==> src/rtl/wb_timeout_bridge.sv <==
// wb_timeout_bridge: Wishbone pass-through bridge between the management SoC
// master and the wb_bus decoder.
//
// Every cycle is forwarded combinationally with no added latency. If the
// slave side does not ack within TIMEOUT cycles, the bridge aborts the slave
// cycle, returns a one-cycle error ack carrying ERR_DATA to the master and
// logs the faulting address in sticky status registers.
//
// Optional feature: define WB_TIMEOUT_IRQ_EN to add the registered
// timeout_irq output, which follows the sticky error flag until err_clr.
module wb_timeout_bridge #(
  parameter int          TIMEOUT  = 255,
  parameter logic [31:0] ERR_DATA = 32'hDEAD_BEEF
) (
  input  logic        wb_clk,
  input  logic        wb_rst,
  input  logic [31:0] m_adr,
  input  logic [31:0] m_dat_i,
  input  logic [3:0]  m_sel,
  input  logic        m_we,
  input  logic        m_stb,
  input  logic        m_cyc,
  output logic [31:0] m_dat_o,
  output logic        m_ack,
  output logic [31:0] s_adr,
  output logic [31:0] s_dat_o,
  output logic [3:0]  s_sel,
  output logic        s_we,
  output logic        s_stb,
  output logic        s_cyc,
  input  logic [31:0] s_dat_i,
  input  logic        s_ack,
  input  logic        err_clr,
  output logic        err_flag,
  output logic [31:0] err_adr,
  output logic        err_we,
  output logic [15:0] err_count
`ifdef WB_TIMEOUT_IRQ_EN
  ,
  output logic        timeout_irq
`endif
);

  // Wait-counter width, derived from TIMEOUT.
  localparam int CNT_W = $clog2(TIMEOUT + 1);
  // Last counter value at which a slave ack still completes normally.
  localparam logic [CNT_W-1:0] CNT_LAST = CNT_W'(TIMEOUT - 1);

  typedef enum logic [1:0] {
    ST_IDLE,
    ST_WAIT,
    ST_TOUT
  } state_t;

  state_t           state_q, state_d;
  logic [CNT_W-1:0] cnt_q, cnt_d;
  logic             req;
  logic             log_err;
  logic             in_tout;

  logic             err_flag_q, err_flag_d;
  logic [31:0]      err_adr_q, err_adr_d;
  logic             err_we_q, err_we_d;
  logic [15:0]      err_count_q, err_count_d;

  assign req     = m_cyc & m_stb;
  assign in_tout = (state_q == ST_TOUT);

  // Request/address/data pass straight through; only strobe/cycle are gated.
  assign s_adr   = m_adr;
  assign s_dat_o = m_dat_i;
  assign s_sel   = m_sel;
  assign s_we    = m_we;

  // Slave cycle is aborted during the error ack and held off while in reset.
  always_comb begin
    s_stb   = m_stb & ~in_tout & ~wb_rst;
    s_cyc   = m_cyc & ~in_tout & ~wb_rst;
    m_ack   = (in_tout | s_ack) & ~wb_rst;
    m_dat_o = in_tout ? ERR_DATA : s_dat_i;
  end

  // Next-state and wait-counter logic; a late ack on the last wait cycle wins.
  always_comb begin
    state_d = state_q;
    cnt_d   = cnt_q;
    log_err = 1'b0;
    case (state_q)
      ST_IDLE: begin
        if (req && !s_ack) begin
          state_d = ST_WAIT;
          cnt_d   = CNT_W'(1);
        end else begin
          cnt_d   = '0;
        end
      end
      ST_WAIT: begin
        if (s_ack || !req) begin
          state_d = ST_IDLE;
          cnt_d   = '0;
        end else if (cnt_q == CNT_LAST) begin
          state_d = ST_TOUT;
          cnt_d   = '0;
          log_err = 1'b1;
        end else begin
          cnt_d   = cnt_q + CNT_W'(1);
        end
      end
      ST_TOUT: begin
        state_d = ST_IDLE;
        cnt_d   = '0;
      end
      default: begin
        state_d = ST_IDLE;
        cnt_d   = '0;
      end
    endcase
  end

  // FSM state and wait counter registers.
  always_ff @(posedge wb_clk or posedge wb_rst) begin
    if (wb_rst) begin
      state_q <= ST_IDLE;
      cnt_q   <= '0;
    end else begin
      state_q <= state_d;
      cnt_q   <= cnt_d;
    end
  end

  // Status update: a logging edge beats a coincident clear (count restarts at 1).
  always_comb begin
    err_flag_d  = err_flag_q;
    err_adr_d   = err_adr_q;
    err_we_d    = err_we_q;
    err_count_d = err_count_q;
    if (log_err) begin
      err_flag_d  = 1'b1;
      err_adr_d   = m_adr;
      err_we_d    = m_we;
      if (err_clr)
        err_count_d = 16'd1;
      else if (err_count_q != 16'hFFFF)
        err_count_d = err_count_q + 16'd1;
    end else if (err_clr) begin
      err_flag_d  = 1'b0;
      err_count_d = 16'd0;
    end
  end

  // Sticky status registers.
  always_ff @(posedge wb_clk or posedge wb_rst) begin
    if (wb_rst) begin
      err_flag_q  <= 1'b0;
      err_adr_q   <= 32'd0;
      err_we_q    <= 1'b0;
      err_count_q <= 16'd0;
    end else begin
      err_flag_q  <= err_flag_d;
      err_adr_q   <= err_adr_d;
      err_we_q    <= err_we_d;
      err_count_q <= err_count_d;
    end
  end

  assign err_flag  = err_flag_q;
  assign err_adr   = err_adr_q;
  assign err_we    = err_we_q;
  assign err_count = err_count_q;

`ifdef WB_TIMEOUT_IRQ_EN
  logic irq_q, irq_d;

  // Interrupt follows the flag one cycle later and holds until a standalone clear.
  always_comb begin
    irq_d = irq_q | err_flag_q;
    if (err_clr && !log_err)
      irq_d = 1'b0;
  end

  // Interrupt register.
  always_ff @(posedge wb_clk or posedge wb_rst) begin
    if (wb_rst)
      irq_q <= 1'b0;
    else
      irq_q <= irq_d;
  end

  assign timeout_irq = irq_q;
`endif

endmodule

==> config.mk <==
export PLATFORM = sky130hd
export DESIGN_NAME = wb_timeout_bridge
export DESIGN_NICKNAME = d
export VERILOG_FILES = /design/src/rtl/wb_timeout_bridge.sv
export SDC_FILE = /design/constraint.sdc
export NUM_CORES = 1
export LEC_CHECK = 0
export ABC_AREA = 1
export BUFFER_PORTS_ARGS = -buffer_cell sky130_fd_sc_hd__buf_2
export CAP_MARGIN = 10
export CORE_AREA = 2 2 102 104
export DETAILED_ROUTE_END_ITERATION = 7
export DIE_AREA = 0 0 104 106
export GPL_TIMING_DRIVEN = 0
export PLACE_DENSITY = 0.74
export SYNTH_ARGS = -nofsm -noshare
export SYNTH_HDL_FRONTEND = slang
export SYNTH_SLANG_ARGS = --single-unit
==> constraint.sdc <==
create_clock -name wb_clk -period 3.46 [get_ports wb_clk]
set_input_delay 0.173 -clock wb_clk [delete_from_list [all_inputs] [get_ports wb_clk]]
set_output_delay 0.173 -clock wb_clk [all_outputs]
set_load 0.01 [all_outputs]
==> results of run 1 <==
## power groups by stage
stage	Clock (uW)	Combinational, uW	Sequential (uW)
finish	753	250	703
global route	805	273	703
global placement	0	248	717
floorplan	0	135	716
detailed placement	0	252	717
CTS	773	254	703
## sequential cells by signal (all words and copies together), names as in the netlist
register / cells
cnt_q: 8
err_adr: 32
err_count: 16
err_flag: 1
err_we: 1
state_q: 2
## worst min path at each step
stage / startpoint / slack [ns] / endpoint / cells past startpoint
2_1_floorplan: m_adr[0] / 0.29 / err_adr[0]$_DFFE_PP0P_ / 2
3_3_place_gp: m_adr[15] / 0.39 / err_adr[15]$_DFFE_PP0P_ / 3
3_5_place_dp: wb_rst / 0.32 / state_q[0]$_DFFE_PP0P_ / 2
4_1_cts: m_adr[26] / 0.03 / err_adr[26]$_DFFE_PP0P_ / 3
5_1_grt: m_adr[1] / 0.03 / err_adr[1]$_DFFE_PP0P_ / 3
6_report: m_adr[26] / 0.05 / err_adr[26]$_DFFE_PP0P_ / 3
## timing repair
action,4_1_cts,5_1_grt
hold buffers,1,0
endpoints found under the setup margin,0,0
endpoints found under the hold margin,25,0
## placed cells by master, fill, tap and decap left out, drive strengths merged
| cell | instances |
|---|---|
| buf | 301 |
| nand2 | 167 |
| dfrtp | 60 |
| inv | 48 |
| nor2 | 47 |
| or2 | 25 |
| nand3 | 25 |
| clkbuf | 15 |
| o21ai | 12 |
| nand4 | 11 |
| nor3 | 6 |
| xor2 | 3 |
| ha | 3 |
| bufinv | 3 |
| a21oi | 2 |
| clkinv | 2 |
| diode | 1 |
| o22ai | 1 |
| xnor2 | 1 |
| dlygate4sd3 | 1 |
## area by class of cell
type,instances,share of cell area
Clock buffer,11,0.0251
Tap cell,136,0.0326
Sequential cell,60,0.287
Inverter,48,0.0345
Timing Repair Buffer,226,0.220
Multi-Input combinational cell,303,0.270
Antenna cell,1,0.000479
Buffer,80,0.111
Clock inverter,5,0.0191
## cell families after synthesis
group	synth area share
fa+ha+maj	0.0102
compound gates	0.0208
xor+xnor	0.00954
buf+inv	0.207
flops	0.409
simple gates	0.343
## through the flow
step           setup slack, ns  hold slack [ns]  area [um^2]  total power, uW   util
6_report                  1.50           0.0468         5230             1710  0.523
5_1_grt                   1.34           0.0308         5230             1780  0.523
4_1_cts                   1.42           0.0291         5230             1730  0.523
3_5_place_dp              1.63            0.322         4980              969  0.498
3_3_place_gp             0.575            0.390         4960              964  0.496
2_1_floorplan             1.51            0.290         3670              851      -
## layer usage
layer,vias up,GRT usage,wire [um],part of all wire
met5,-,0,0,0
met2,174,0.324,5020,0.49
li1,1907,-,-,-
met3,13,0.0589,829,0.081
met1,1660,0.218,4220,0.41
met4,0,0.0483,141,0.014
## critical path, delay by kind of cell
family,cells,cell delay [ns]
buffers and inverters,4,1.29
and+or+nand+nor,2,0.31
==> flow_summary_export.csv, run 1 <==
group,metric,value,unit
logic_synthesis,number_of_flops_mapped_to_enable_cells_by_yosys,0,
worst_hold_path,holdCritPathClass,"in2reg",
setup_path,cp.arrival,1.79,ns
setup_path,startpoint_type,"primary input",
clock_tree,clkLatencyLatePin,0.34,ns
drt,vias,3754,
floorplan,boundaryPins,261,
logic_synthesis,synth_top_flop_cell,"sky130_fd_sc_hd__dfrtp_1",
floorplan,floorplan.initialDensity,0.367,
drt,drt-wirelength-per-cell,11.7,um
power,power-per-cell-area,326,mW/mm^2
logic_synthesis,synthArstFlopShare,1.00,
setup_path,regToRegEndpoint,"err_count[5]$_DFFE_PP0P_",
placed_design,place.detailed.instances,852,
logic_synthesis,synth.distinct_cells,25,
setup_path,timing.critical_path.cells,"dlygate4sd3_1 -> buf_2 -> inv_2 -> nand2_1 -> nor2_1 -> buf_2",
logic_synthesis,synth_area_per_cell,7.48,um^2
placed_design,io_buffer_count,224,
logic_synthesis,synth_commonest_cells,"163 x sky130_fd_sc_hd__nand2_1, 72 x sky130_fd_sc_hd__buf_4, 60 x sky130_fd_sc_hd__dfrtp_1",
grt,grt_overflow,0,
setup_path,r2r-start,"err_count[1]$_DFFE_PP0P_",
final_layout,layout-area-overhead-vs-synth,42.4,%
power,comb_power_share,0.146,
logic_synthesis,synth_largest_type_area_fraction,0.409,
placed_design,hpwl,8140,um
logic_synthesis,synth-warning-count,0,
power,clock_power_share,0.441,
sta,final.setup_skew,0.0113,ns
drt,wl,10200,um
logic_synthesis,syn-cell-area,0.00367,mm^2
sta,tightest_slew,0.623,ns
drt,violation_count_after_the_first_detailed_route_iteration,174,
sta,grt_setup_unrepaired,"false",
grt,pin_count_of_the_biggest_net_entering_global_routing,36,
final_layout,fillCellCount,990,
clock_tree,h-tree-depth,3,
sta,period_minus_slack,1.96,ns
sta,fin_tns_setup,0,ns
setup_path,slowest_stage,"sky130_fd_sc_hd__dlygate4sd3_1",
final_layout,numnets_final,838,
grt,grt_first_pass_wirelength,16300,um
final_layout,layout-drive-gt1-share,0.486,
clock_tree,cts_tree,"built",
grt,first_global_vias,3444,
setup_path,worstRegToRegCells,8,
setup_path,critical_path.endpoint_type,"output pin",
clock_tree,cts.sinks,60,
setup_path,path_max_fanout,28,
power,power.switching,391,uW
power,power.share.sequential,0.412,
floorplan,core-area,0.0100,mm^2
sta,worst_rel_slew_slack,0.584,
clock_tree,cts.repair.resized,0,
sta,timing.final.hold_violations,0,
floorplan,rows,37,
power,max-vdd-ir-drop,0.000175,V
grt,grt_antenna_before_repair,1,
floorplan,fp.dieW,104,um
drt,length_of_the_first_detailed_routing_pass_in_iterations,4,
power,power.internal,1320,uW
sta,final-setup-viol-count,0,
logic_synthesis,count_of_state_elements_after_synthesis,60,
logic_synthesis,mappedNetlistNets,601,
final_layout,multiInputGateArea,0.00141,mm^2
clock_tree,post_cts_setup_inserts,0,
setup_path,regToRegSetupSlack,1.59,ns
placed_design,gp_routability_congestion,0.868,
sta,min_period_over_period,0.567,
status,status,"finished, final reports clean",
logic_synthesis,syn-instance-count,491,
setup_path,critical-path-top-cell-by-count,"sky130_fd_sc_hd__buf_2",
clock_tree,numCtsBuffers,9,
setup_path,worst_ep_required_time,3.29,ns
run,max_cap_violations,0,
sta,timing.final.max_slew_violations,0,
setup_path,crit_end,"s_stb",
setup_path,worst-setup-path-type,"in2out",
drt,drcViolationCount,0,
clock_tree,clkTransAtPathRegs,0.07,ns
clock_tree,cts-root-buf,"sky130_fd_sc_hd__clkbuf_8",
power,power.leakage,0.00321,uW
clock_tree,clk_buf_depth,2,
sta,max_freq,510,MHz
logic_synthesis,leading_cell_types_by_total_area_after_synthesis,"sky130_fd_sc_hd__dfrtp_1 41%, sky130_fd_sc_hd__nand2_1 17%, sky130_fd_sc_hd__buf_4 15%, sky130_fd_sc_hd__inv_1 4.8%, sky130_fd_sc_hd__or2_2 4.3%",
floorplan,die_height,106,um
drt,final_antenna_net_count,0,
logic_synthesis,synth_top_cell_by_area,"sky130_fd_sc_hd__dfrtp_1",
power,power.share.switching,0.229,
setup_path,startpoint,"wb_rst",
final_layout,area.sequential,0.00150,mm^2
logic_synthesis,synth.yosys.seq_area_share,0.409,
grt,global_route.usage.total,0.184,
floorplan,floorplan.die_area,0.0110,mm^2
final_layout,instances_no_fill,870,
setup_path,critPathMaxStageDelay,0.53,ns
drt,vias_per_cell,4.31,
logic_synthesis,post-synth-top-count-cell,"sky130_fd_sc_hd__nand2_1",
(Power assumes the default switching activity.)
==> run 2: changes to the inputs <==
Settings changed: PLACE_DENSITY 0.74 to 0.77.
Clock period 3.46 ns to 1.8 ns, I/O delays scaled along.
==> run 2 against run 1 <==
Against the previous run: sequential power rose by 92%; register-to-register slack got worse by 1.5 ns; critical path type is now reg2reg; critical path depth rose by 4; wire length rose by 7.5%; count of clock-buffer cells in the layout did not move.
==> flow_summary_export.csv, run 2 (same netlist as run 1, synthesis figures left out) <==
group,metric,value,unit
setup_path,critical-path-top-cell-by-count,"sky130_fd_sc_hd__nor2_4",
final_layout,layout-area-overhead-vs-synth,54.2,%
grt,global_route.usage.total,0.196,
clock_tree,cts-root-buf,"sky130_fd_sc_hd__clkbuf_8",
sta,timing.final.ws_setup,0.118,ns
floorplan,rows,37,
drt,violation_count_after_the_first_detailed_route_iteration,153,
final_layout,commonest_cells_after_routing_fill_and_taps_aside,"227 x sky130_fd_sc_hd__buf_2, 163 x sky130_fd_sc_hd__nand2_1, 80 x sky130_fd_sc_hd__buf_4, 60 x sky130_fd_sc_hd__dfrtp_1, 44 x sky130_fd_sc_hd__inv_1",
sta,final.setup_skew,0.00929,ns
grt,pin_count_of_the_biggest_net_entering_global_routing,32,
sta,worst_rel_slew_slack,0.678,
floorplan,floorplan.die_area,0.0110,mm^2
grt,grt_antenna_before_repair,0,
drt,drt-wirelength-per-cell,12.0,um
power,power.switching,771,uW
power,power,3250,uW
setup_path,critPathBufInv,2,
setup_path,worst-setup-path-type,"reg2reg",
placed_design,detailedPlace.worstSlack,-0.0566,ns
placed_design,gp_routability_congestion,0.854,
power,comb_power_share,0.170,
final_layout,antenna-diode-count,0,
power,max-vdd-ir-drop,0.000304,V
drt,final_antenna_net_count,0,
placed_design,io_buffer_count,224,
clock_tree,h-tree-depth,3,
grt,grt_first_pass_wirelength,17500,um
setup_path,critPathTopFamily,"simple AND/OR/NAND/NOR gates",
sta,grt_setup_unrepaired,"false",
grt,grt_overflow,0,
setup_path,path_max_fanout,7,
setup_path,critical_path.endpoint_type,"flop",
clock_tree,clkLatencyLatePin,0.34,ns
sta,fin_tns_setup,0,ns
floorplan,fp.dieW,104,um
power,power.internal,2480,uW
floorplan,core-area,0.0100,mm^2
clock_tree,cts_tree,"built",
power,power.leakage,0.00340,uW
sta,min_period_over_period,0.934,
status,status,"finished, final reports clean",
clock_tree,clk_buf_depth,2,
power,clock_power_share,0.414,
sta,timing.final.hold_violations,0,
setup_path,critPathMaxStageDelay,0.39,ns
clock_tree,cts.sinks,60,
floorplan,boundaryPins,261,
final_layout,layout-drive-gt1-share,0.485,
floorplan,die_height,106,um
power,power.share.sequential,0.416,
drt,length_of_the_first_detailed_routing_pass_in_iterations,5,
drt,wl,11000,um
placed_design,hpwl,8100,um
clock_tree,clkTransAtPathRegs,0.07,ns
worst_hold_path,holdCritPathClass,"in2reg",
sta,max_freq,595,MHz
setup_path,slowest_stage,"sky130_fd_sc_hd__dfrtp_1",
run,max_cap_violations,0,
drt,drcViolationCount,0,
power,power-per-cell-area,574,mW/mm^2
setup_path,worstRegToRegCells,10,
sta,timing.final.max_slew_violations,0,
sta,hold_slack,0.0746,ns
setup_path,critical_path_cell_count,10,
clock_tree,numCtsBuffers,9,
grt,first_global_vias,3716,
sta,tightest_slew,0.483,ns
drt,vias_per_cell,4.40,
setup_path,cp.arrival,1.90,ns
setup_path,timing.critical_path.cells,"inv_1 -> ha_1 -> nand2_1 -> nor2_4 -> nand2_4 -> nor2_8 -> nor2_2 -> nor2_4 -> buf_4 -> o21ai_0",
sta,period_minus_slack,1.68,ns
setup_path,startpoint_type,"flop",
floorplan,floorplan.initialDensity,0.367,
setup_path,worst_ep_required_time,2.02,ns
sta,final-setup-viol-count,0,
power,power.share.switching,0.237,
final_layout,numnets_final,880,
worst_hold_path,hold_depth,4,
final_layout,largest_register_ffs,32,
final_layout,layout.cells.most_common,"sky130_fd_sc_hd__buf_2",
drt,vias,4005,
-- run 2: path summary, 6_finish.rpt --
kind                       slack [ns]                    start                  endpoint
min reg2reg                      0.46  err_adr[21]$_DFFE_PP0P_   err_adr[21]$_DFFE_PP0P_
max in group asynchronous        1.22                   wb_rst   err_adr[30]$_DFFE_PP0P_
min in group asynchronous        0.40                   wb_rst   err_adr[23]$_DFFE_PP0P_
max                              0.12       cnt_q[0]$_DFF_PP0_  err_count[3]$_DFFE_PP0P_
min                              0.07                    s_ack    state_q[0]$_DFFE_PP0P_
max reg2reg                      0.12       cnt_q[0]$_DFF_PP0_  err_count[3]$_DFFE_PP0P_
-- run 2: final cells by class --
| class | count | area [um^2] |
|---|---|---|
| Fill cell | 948 | 4340 |
| Timing Repair Buffer | 268 | 1560 |
| Sequential cell | 60 | 1500 |
| Multi-Input combinational cell | 303 | 1450 |
| Buffer | 80 | 586 |
| Inverter | 48 | 180 |
| Tap cell | 136 | 170 |
| Clock buffer | 11 | 141 |
| Clock inverter | 5 | 75.1 |
-- run 2: stage by stage --
step / instances / area [um^2] / util
final: 911 / 5660 / 0.566
after global routing: 911 / 5660 / 0.566
after CTS: 904 / 5580 / 0.558
after detailed placement: 852 / 4980 / 0.498
after global placement: 851 / 4960 / 0.496
after floorplan: 491 / 3670 / -
-- run 2: worst min-delay path: stages --
cell,delay (ns)
sky130_fd_sc_hd__buf_2,0.10
sky130_fd_sc_hd__nor2_2,0.06
sky130_fd_sc_hd__nand3_1,0.07
sky130_fd_sc_hd__nand2_1,0.05
-- run 2: routing by layer --
layer | share of wire | wire, um | track usage
met1 | 0.40 | 4410 | 0.226
met2 | 0.50 | 5490 | 0.351
met3 | 0.088 | 961 | 0.0558
met4 | 0.010 | 113 | 0.0608
met5 | 0 | 0 | 0
-- run 2: power groups by stage --
stage                     sequential [uW]  clock (uW)  combinational [uW]
after floorplan                      1380           0                 259
after global placement               1380           0                 474
after detailed placement             1380           0                 482
after CTS                            1350        1380                 545
after global routing                 1350        1460                 599
final                                1350        1350                 552
-- run 2: repair_timing --
item	CTS	global route
pin swaps	1	1
hold endpoints to repair	64	0
endpoints found under the setup margin	67	36
resized for setup	5	12
setup buffers	1	6
gates cloned	0	1
hold buffers	35	0
==> run 3: changes to the inputs <==
Settings changed: CELL_PAD_IN_SITES_DETAIL_PLACEMENT set to 0, CELL_PAD_IN_SITES_GLOBAL_PLACEMENT set to 1, CORE_AREA 2 2 102 104 to 2 2 119 133, DIE_AREA 0 0 104 106 to 0 0 121 135, PLACE_DENSITY 0.77 to unset, PLACE_DENSITY_LB_ADDON set to 0.1.
==> run 3 against run 2 <==
Against the previous run: critical endpoint unchanged; register-to-register slack gained 0.04 ns; maximum frequency grew 2.6%; power is 12% higher; clock skew fell by 0.0057 ns; hold slack got worse by 0.15 ns; die area rose by 48%; via count down 1.3%; clock power is 29% higher; critical path type unchanged; wire length grew 4.2%; cell count grew 5.9%; the run now ends with hold timing left.
==> flow_summary_export.csv, run 3 (same netlist as run 1, synthesis figures left out) <==
group,metric,value,unit
worst_hold_path,holdCritPathClass,"in2async",
clock_tree,clkLatencyLatePin,0.33,ns
drt,vias_per_cell,4.10,
floorplan,floorplan.initialDensity,0.247,
drt,vias,3953,
floorplan,core-area,0.0149,mm^2
final_layout,antenna-diode-count,0,
drt,violation_count_after_the_first_detailed_route_iteration,116,
sta,timing.final.hold_violations,60,
final_layout,layout-area-overhead-vs-synth,56.8,%
clock_tree,cts-root-buf,"sky130_fd_sc_hd__clkbuf_16",
floorplan,die_height,135,um
power,power.leakage,0.00338,uW
status,violations,"hold timing",
drt,final_antenna_net_count,0,
setup_path,cp.arrival,1.84,ns
setup_path,worst-setup-path-type,"reg2reg",
sta,period_minus_slack,1.64,ns
setup_path,path_max_fanout,10,
setup_path,critPathTopFamily,"simple AND/OR/NAND/NOR gates",
grt,grt_antenna_before_repair,0,
clock_tree,clk_buf_depth,2,
drt,drcViolationCount,0,
drt,length_of_the_first_detailed_routing_pass_in_iterations,4,
sta,max_freq,610,MHz
clock_tree,numCtsBuffers,9,
final_layout,commonest_cells_after_routing_fill_and_taps_aside,"225 x sky130_fd_sc_hd__buf_2, 163 x sky130_fd_sc_hd__nand2_1, 77 x sky130_fd_sc_hd__buf_4, 60 x sky130_fd_sc_hd__dfrtp_1, 44 x sky130_fd_sc_hd__inv_1",
grt,pin_count_of_the_biggest_net_entering_global_routing,63,
sta,final.setup_skew,0.00361,ns
setup_path,slowest_stage,"sky130_fd_sc_hd__dfrtp_1",
final_layout,stdcell_area,0.00576,mm^2
final_layout,instances_no_fill,965,
grt,first_global_vias,3675,
drt,drt-wirelength-per-cell,11.9,um
setup_path,startpoint_type,"flop",
sta,timing.final.max_slew_violations,0,
setup_path,critPathBufInv,2,
clock_tree,h-tree-depth,3,
final_layout,numnets_final,874,
status,status,"finished with violations",
final_layout,layout.cells.most_common,"sky130_fd_sc_hd__buf_2",
placed_design,place.detailed.instances,911,
final_layout,layout-drive-gt1-share,0.482,
grt,grt_overflow,0,
clock_tree,clkTransAtPathRegs,0.06,ns
placed_design,dpl_cell_area,0.00504,mm^2
drt,wl,11400,um
final_layout,fillCellCount,1551,
grt,grt_first_pass_wirelength,17600,um
run,max_cap_violations,0,
floorplan,floorplan.die_area,0.0163,mm^2
setup_path,critical-path-top-cell-by-count,"sky130_fd_sc_hd__nor2_4",
power,power-per-cell-area,630,mW/mm^2
floorplan,fp.dieW,121,um
sta,final-setup-viol-count,0,
clock_tree,cts.sinks,60,
final_layout,largest_register_ffs,32,
setup_path,critical_path.endpoint_type,"flop",
power,max-vdd-ir-drop,0.000299,V
clock_tree,cts_tree,"built",
grt,global_route.usage.total,0.137,
placed_design,hpwl,8590,um
sta,worst_rel_slew_slack,0.460,
sta,hold_slack,-0.0734,ns
setup_path,timing.critical_path.cells,"inv_1 -> ha_1 -> nand2_1 -> nor2_4 -> nand2_4 -> nor2_8 -> nor2_2 -> nor2_4 -> buf_6 -> o21ai_0",
floorplan,rows,47,
placed_design,io_buffer_count,224,
setup_path,worst_ep_required_time,2.01,ns
setup_path,critPathMaxStageDelay,0.41,ns
sta,tightest_slew,0.810,ns
sta,min_period_over_period,0.910,
floorplan,boundaryPins,261,
placed_design,gp_routability_congestion,0.758,
run 3: cell count changes in the layout (fill, tap and decap cells not counted), sizes merged:
cell	change
dlygate4sd3	-2
bufinv	-1
inv	+1
buf	-6
clkinvlp	+2
run 3: per-layer routing:
layer / vias up / wire length [um] / track usage
li1: 1980 / - / -
met1: 1773 / 4480 / 0.152
met2: 191 / 5600 / 0.247
met3: 9 / 1200 / 0.0431
met4: 0 / 163 / 0.0484
met5: - / 0 / 0
run 3: final timing paths:
kind,start,endpoint,slack (ns),cells past startpoint
hold reg to reg,err_adr[22]$_DFFE_PP0P_,err_adr[22]$_DFFE_PP0P_,0.47,2
max in group asynchronous,wb_rst,err_flag$_DFFE_PP0P_,1.33,2
setup / recovery,cnt_q[0]$_DFF_PP0_,err_count[3]$_DFFE_PP0P_,0.16,10
min in group wb_clk,m_adr[31],err_adr[31]$_DFFE_PP0P_,0.01,3
setup reg to reg,cnt_q[0]$_DFF_PP0_,err_count[3]$_DFFE_PP0P_,0.16,10
hold / removal,wb_rst,err_count[15]$_DFFE_PP0P_,-0.07,2
run 3: cell type report:
cell class | count | area, um^2 | share of cell area
Timing Repair Buffer | 262 | 1490 | 0.259
Buffer | 80 | 588 | 0.102
Multi-Input combinational cell | 303 | 1450 | 0.252
Inverter | 48 | 183 | 0.0317
Tap cell | 196 | 245 | 0.0426
Sequential cell | 60 | 1500 | 0.261
Clock buffer | 9 | 225 | 0.0391
Clock inverter | 7 | 76.3 | 0.0133
run 3: repair_timing:
action	4_1_cts	5_1_grt
pin swaps	2	2
buffers inserted	3	3
hold buffers	32	0
gates resized for setup	4	11
setup endpoints to repair	50	39
endpoints found under the hold margin	92	0
run 3: worst reg2reg max path: stages, from the launching register on:
cell                      delay [ns]
sky130_fd_sc_hd__dfrtp_1        0.41
sky130_fd_sc_hd__inv_1          0.07
sky130_fd_sc_hd__ha_1           0.14
sky130_fd_sc_hd__nand2_1        0.08
sky130_fd_sc_hd__nor2_4         0.13
sky130_fd_sc_hd__nand2_4        0.10
sky130_fd_sc_hd__nor2_8         0.12
sky130_fd_sc_hd__nor2_2         0.06
sky130_fd_sc_hd__nor2_4         0.15
sky130_fd_sc_hd__buf_6          0.17
sky130_fd_sc_hd__o21ai_0        0.10
run 3: per-stage QoR:
stage | setup TNS (ns) | utilization | power [uW] | worst slack (ns)
floorplan | 0 | - | 1640 | 0.0125
global placement | -55.57 | 0.339 | 1860 | -0.919
detailed placement | -3.01 | 0.339 | 1860 | -0.110
CTS | 0 | 0.383 | 3710 | 0.00826
global route | -0.00424 | 0.387 | 3800 | -0.00241
finish | 0 | 0.387 | 3630 | 0.161
run 3: power by group:
| group | internal (uW) | switching, uW |
|---|---|---|
| Combinational | 306 | 227 |
| Sequential | 1350 | 1.84 |
| Clock | 1080 | 665 |
